$ cat src/rtl/rs_pkg.sv
// Shared rename/result definitions for the reservation-station and CDB logic.
// Tag value TAG_NONE means "no producer" and is never broadcast.
package rs_pkg;

    localparam int TAG_W  = 4;
    localparam int DATA_W = 32;
    localparam int NUM_FU = 4;

    localparam logic [TAG_W-1:0] TAG_NONE = '0;

    // Functional-unit result port indices on the CDB.
    localparam int FU_ADD = 0;
    localparam int FU_MUL = 1;
    localparam int FU_LD  = 2;
    localparam int FU_ST  = 3;

    typedef struct packed {
        logic [TAG_W-1:0]  tag;
        logic [DATA_W-1:0] data;
    } result_t;

    // Next index after i in a ring of n entries.
    function automatic int wrap_inc(input int i, input int n);
        return (i + 1 >= n) ? 0 : i + 1;
    endfunction

endpackage

$ cat src/rtl/cdb_arbiter_rr.sv
// Round-robin arbiter: picks one request starting at rr_ptr, searching upward with wrap.
// Latency: grant is combinational from req; rr_ptr updates on the edge after a grant.
// Backpressure: none; a zero request vector yields no grant and rr_ptr holds.
module rr_arbiter
    import rs_pkg::*;
#(
    parameter int N  = 4,
    parameter int PW = (N > 1) ? $clog2(N) : 1
) (
    input  logic         clk,
    input  logic         rst_n,
    input  logic [N-1:0] req,
    output logic [N-1:0] grant
);

    logic [PW-1:0] rr_ptr;
    logic [PW-1:0] gidx;
    logic [PW-1:0] idx;
    logic          any;

    always_comb begin
        grant = '0;
        gidx  = '0;
        idx   = '0;
        any   = 1'b0;
        for (int k = 0; k < N; k++) begin
            idx = PW'((int'(rr_ptr) + k) % N);
            if (!any && req[idx]) begin
                any        = 1'b1;
                grant[idx] = 1'b1;
                gidx       = idx;
            end
        end
    end

    always_ff @(posedge clk or negedge rst_n) begin
        if (!rst_n) begin
            rr_ptr <= '0;
        end else if (any) begin
            rr_ptr <= PW'(wrap_inc(int'(gidx), N));
        end
    end

endmodule

$ cat src/rtl/cdb_arbiter.sv
// Common Data Bus: per-FU holding buffers, round-robin pick, registered broadcast.
// Latency: handshake N -> buffer full N+1 -> cdb_valid N+2 when granted first try.
// Backpressure: src_ready = ~full | grant (0 during flush); CDB_PERF_EN adds perf counters.
module cdb_arbiter #(
    parameter int NUM_SRC = 4,
    parameter int TAG_W   = rs_pkg::TAG_W,
    parameter int DATA_W  = rs_pkg::DATA_W
) (
    input  logic                      clk,
    input  logic                      rst_n,
    input  logic                      flush,
    input  logic [NUM_SRC-1:0]        src_valid,
    input  logic [NUM_SRC*TAG_W-1:0]  src_tag,
    input  logic [NUM_SRC*DATA_W-1:0] src_data,
    output logic [NUM_SRC-1:0]        src_ready,
    output logic                      cdb_valid,
    output logic [TAG_W-1:0]          cdb_tag,
    output logic [DATA_W-1:0]         cdb_data
`ifdef CDB_PERF_EN
    ,
    output logic [15:0]               perf_bcast,
    output logic [15:0]               perf_conflict
`endif
);
    import rs_pkg::*;

    logic [NUM_SRC-1:0] full;
    logic [NUM_SRC-1:0] req;
    logic [NUM_SRC-1:0] grant;
    logic [NUM_SRC-1:0] take;
    logic [TAG_W-1:0]   buf_tag  [NUM_SRC];
    logic [DATA_W-1:0]  buf_data [NUM_SRC];
    logic [TAG_W-1:0]   win_tag;
    logic [DATA_W-1:0]  win_data;

    // Masking requests during flush keeps rr_ptr and the CDB register untouched.
    assign req       = flush ? '0 : full;
    assign src_ready = flush ? '0 : (~full | grant);
    assign take      = src_valid & src_ready;

    rr_arbiter #(.N(NUM_SRC)) u_rr (
        .clk   (clk),
        .rst_n (rst_n),
        .req   (req),
        .grant (grant)
    );

    always_ff @(posedge clk or negedge rst_n) begin
        if (!rst_n) begin
            full <= '0;
            for (int i = 0; i < NUM_SRC; i++) begin
                buf_tag[i]  <= '0;
                buf_data[i] <= '0;
            end
        end else begin
            for (int i = 0; i < NUM_SRC; i++) begin
                if (flush) begin
                    full[i] <= 1'b0;
                end else if (take[i]) begin
                    // A tag-0 result is acknowledged but never occupies the buffer.
                    full[i]     <= (src_tag[i*TAG_W +: TAG_W] != TAG_W'(TAG_NONE));
                    buf_tag[i]  <= src_tag[i*TAG_W +: TAG_W];
                    buf_data[i] <= src_data[i*DATA_W +: DATA_W];
                end else if (grant[i]) begin
                    full[i] <= 1'b0;
                end
            end
        end
    end

    always_comb begin
        win_tag  = '0;
        win_data = '0;
        for (int i = 0; i < NUM_SRC; i++) begin
            if (grant[i]) begin
                win_tag  = win_tag  | buf_tag[i];
                win_data = win_data | buf_data[i];
            end
        end
    end

    always_ff @(posedge clk or negedge rst_n) begin
        if (!rst_n) begin
            cdb_valid <= 1'b0;
            cdb_tag   <= '0;
            cdb_data  <= '0;
        end else begin
            cdb_valid <= |grant;
            if (|grant) begin
                cdb_tag  <= win_tag;
                cdb_data <= win_data;
            end
        end
    end

`ifdef CDB_PERF_EN
    logic multi_full;
    assign multi_full = ($countones(full) > 1);

    always_ff @(posedge clk or negedge rst_n) begin
        if (!rst_n) begin
            perf_bcast    <= '0;
            perf_conflict <= '0;
        end else if (flush) begin
            perf_bcast    <= '0;
            perf_conflict <= '0;
        end else begin
            if (cdb_valid && perf_bcast != 16'hFFFF) begin
                perf_bcast <= perf_bcast + 16'd1;
            end
            if (multi_full && perf_conflict != 16'hFFFF) begin
                perf_conflict <= perf_conflict + 16'd1;
            end
        end
    end
`endif

endmodule

$ cat config.mk
export PLATFORM = sky130hd
export DESIGN_NAME = cdb_arbiter
export DESIGN_NICKNAME = d
export VERILOG_FILES = /design/src/rtl/rs_pkg.sv /design/src/rtl/cdb_arbiter_rr.sv /design/src/rtl/cdb_arbiter.sv
export SDC_FILE = /design/constraint.sdc
export NUM_CORES = 1
export LEC_CHECK = 0
export CORE_UTILIZATION = 48
export DETAILED_ROUTE_END_ITERATION = 8
export MAX_ROUTING_LAYER = met4
export PLACE_DENSITY_LB_ADDON = 0.12
export SKIP_CTS_REPAIR_TIMING = 1
export SLEW_MARGIN = 0
export SYNTH_ARGS = -nofsm -noshare
export SYNTH_HDL_FRONTEND = slang
export SYNTH_SLANG_ARGS = --single-unit
$ cat constraint.sdc
create_clock -name clk -period 3.12 [get_ports clk]
set_input_delay 0.624 -clock clk [delete_from_list [all_inputs] [get_ports clk]]
set_output_delay 0.624 -clock clk [all_outputs]
set_load 0.05 [all_outputs]
==> reports/qor.csv, run 1 <==
stage;metric;value;unit
run_status;status;complete, but fails checks;
run_status;violations;negative setup slack;
floorplanning;num_rows;52;
floorplanning;die_height;146;µm
synth;yosys_warnings;0;
grt;antenna_found_initial;0;
floorplanning;io_pins;192;
floorplanning;dieWidth;146;µm
setup_path;worstSetupPathType;reg -> out;
timing;slew_violations;0;
cts;cts_buffers;17;
power;total_power;13.1;mW
timing;rsz0062_at_grt;yes;
layout;layout.core_utilization;66.4;%
drt;drtAntennaViolNets;0;
synth;synth-seq-cells;187;
place;postPlaceCellArea;0.0126;mm²
timing;relSlewSlack;52.3;%
setup_path;reg2reg_slack;0.03;ns
layout;nFillCells;1591;
setup_path;r2r.worst_path.cells;11;
floorplanning;design.core.area;0.0202;mm²
cts;cts_htree_levels;4;
synth;async_flop_share;100;%
layout;multi_input_area;0.00487;mm²
timing;setup_slack;-0.0277;ns
synth;netlist_instances;848;
cts;clk-insertion-delay-late;0.43;ns
flow_run;cap_violations;0;
drt;via_per_inst;6.37;
timing;max_freq;318;MHz
timing;fin_crit_sh;101;%
setup_path;cp_data_required_time;2.50;ns
layout;num_antenna_cells;0;
cts;cts_root_buffer;clkbuf_16;
synth;synth_edf_count;0;
floorplanning;dieArea;0.0212;mm²
power;p_leak;5.40;nW
cts;cts_buffer_depth;2;
timing;finalCriticalPeriod;3.15;ns
drt;dr.pass1.iters;6;
synth;syn-cell-area;0.00991;mm²
grt;grt_max_degree;73;
setup_path;cp-start-kind;register;
drt;drt_iter0_markers;795;
timing;setup_violations;1;
timing;hold_viol;0;
layout;syn2layout_area_growth;35.6;%
place;port-buffer-count;191;
layout;instances_no_fill;1338;
grt;overflow;0;
setup_path;worst_setup_path_end_kind;primary output;
drt;drcViolationCount;0;
grt;grt_pass1_vias;8574;
cts;cts_tree;done;
drt;vias;8521;
synth;avgSynthCellArea;11.7;µm²
layout;final_area;0.0134;mm²
drt;wl_per_cell;23.3;µm
worst_hold_path;worstHoldPathType;in -> async;
power;power_density;975;mW/mm²
synth;synthesis.nets;1006;
grt;grt_pass1_wl;48300;µm
place;dpl.hpwl;20700;µm
setup_path;timing.rr.end;cdb_data[13]$_DFFE_PN0P_;
place;place_inst;1286;
synth;synth_ff_type;dfrtp_1;
setup_path;critPathArrivalTime;2.52;ns
layout;fin_nets;1213;
timing;fin_setup_tns;-0.0277;ns
floorplanning;start_util;49.0;%
layout;ff_latch_area;0.00468;mm²
drt;routed_wl;31100;µm
place;place_ws;-0.327;ns
timing;worstMarginPinSlew;0.697;ns
cts;clock-sinks;187;
synth;yosysSeqAreaShare;47.2;%
cts;cts.clk_slew.worst_paths;0.07;ns
grt;grt_usage;30.5;%
setup_path;cp_max_fo;4;
timing;hold_slack;0.178;ns
synth;ys_types;57;
timing;finalClockSkew;0.00795;ns
power;peakVddDrop;806;µV
place;place.gp.congestion;0.897;
layout;layout-drive-gt1-share;25.8;%
sequential cells by signal (all words and copies together), names as in the netlist, named ones only:
register / cells
buf_data: 128
cdb_data: 32
buf_tag: 16
cdb_tag: 4
full: 4
cdb_valid: 1
u_rr.rr_ptr: 1
Yosys cell counts, types with 2 or more instances:
| master | number | area share (%) |
|---|---|---|
| a21oi_1 | 9 | 0.45 |
| o211ai_1 | 6 | 0.45 |
| clkbuf_1 | 55 | 2.1 |
| nand3b_1 | 4 | 0.30 |
| buf_2 | 18 | 0.91 |
| a31oi_1 | 39 | 2.5 |
| nor2_1 | 41 | 1.6 |
| inv_1 | 44 | 1.7 |
| a2bb2oi_1 | 36 | 3.2 |
| o211a_1 | 3 | 0.30 |
| a41oi_1 | 36 | 3.2 |
| nand2_1 | 8 | 0.30 |
| buf_6 | 9 | 1.0 |
| a2111oi_0 | 35 | 3.1 |
| o41ai_1 | 4 | 0.35 |
| mux4_2 | 2 | 0.45 |
| mux2i_1 | 3 | 0.30 |
| and3_1 | 4 | 0.25 |
| and2_1 | 4 | 0.25 |
| o21ai_0 | 5 | 0.25 |
| a21boi_0 | 71 | 5.4 |
| mux2_2 | 113 | 13 |
| a222oi_1 | 36 | 3.6 |
| nand3_1 | 4 | 0.20 |
| ha_1 | 7 | 0.88 |
| mux2_1 | 33 | 3.8 |
| buf_1 | 2 | 0.076 |
| nor2b_1 | 2 | 0.13 |
| dfrtp_1 | 187 | 47 |
where the power goes:
group          switching, mW  internal, mW
sequential             0.699          3.32
clock                   1.04          1.18
combinational           3.66          3.20
total                   5.40          7.70
cell type report:
cell class	instances	area share, %
clock buffer	19	3.37
sequential	187	34.9
timing repair buffer	273	20.7
clock inverter	13	1.11
inverter	44	1.25
multi-input combinational	532	36.2
tap	270	2.51
critical path, stage by stage, from the launching register on:
cell and delay, ns:
dfrtp_2 0.46, clkbuf_16 0.17, or3b_4 0.37, a2111oi_4 0.31
buf_6 0.19, o211ai_1 0.14, nand4_1 0.14, and2_4 0.18
buf_12 0.13
kinds of logic (layout without fill, tap and decap cells):
| logic type | count (synthesis) | after routing | synth area share (%) |
|---|---|---|---|
| fa+ha+maj | 7 | 7 | 0.884 |
| flops | 187 | 187 | 47.2 |
| simple gates | 77 | 77 | 3.83 |
| buf+inv | 129 | 349 | 5.83 |
| mux | 151 | 151 | 17.4 |
| compound gates | 297 | 297 | 24.9 |
metal layers:
| layer | GRT usage [%] | wire, µm |
|---|---|---|
| met5 | - | 0 |
| met2 | 46.8 | 14500 |
| met3 | 4.70 | 2400 |
| met1 | 39.9 | 13000 |
| met4 | 14.0 | 1260 |
how the worst max path moves through the flow:
stage,slack (ns),cells after the start,endpoint,from
6_report,-0.03,8,src_ready[1],register
5_1_grt,-0.06,8,src_ready[1],register
4_1_cts,-0.41,7,src_ready[0],register
3_5_place_dp,-0.33,10,cdb_data[10]$_DFFE_PN0P_,flush
3_3_place_gp,-0.28,10,cdb_data[10]$_DFFE_PN0P_,flush
2_1_floorplan,0.01,9,src_ready[3],register
cell usage in the layout (no fill, tap or decap), drive strengths merged, types with 5 or more instances in the layout:
master / n
a2111oi: 36
a21boi: 71
a21oi: 11
a222oi: 36
a2bb2oi: 36
a31oi: 40
a41oi: 36
buf: 85
clkbuf: 21
clkdlybuf4s50: 186
dfrtp: 187
ha: 7
inv: 51
mux2: 146
nand2: 9
nor2: 41
o211ai: 7
o21ai: 5
(Power assumes the default switching activity.)
==> run 2, diff against run 1 <==
--- a/config.mk
+++ b/config.mk
@@ -7,9 +7,11 @@
 export LEC_CHECK = 0
 export CORE_UTILIZATION = 48
 export DETAILED_ROUTE_END_ITERATION = 8
+export HOLD_SLACK_MARGIN = 0.12
 export MAX_ROUTING_LAYER = met4
 export PLACE_DENSITY_LB_ADDON = 0.12
 export SKIP_CTS_REPAIR_TIMING = 1
+export SKIP_LAST_GASP = 1
 export SLEW_MARGIN = 0
 export SYNTH_ARGS = -nofsm -noshare
 export SYNTH_HDL_FRONTEND = slang
==> results of run 2 <==
Final layout, timing and power as in run 1 (identical DEF).
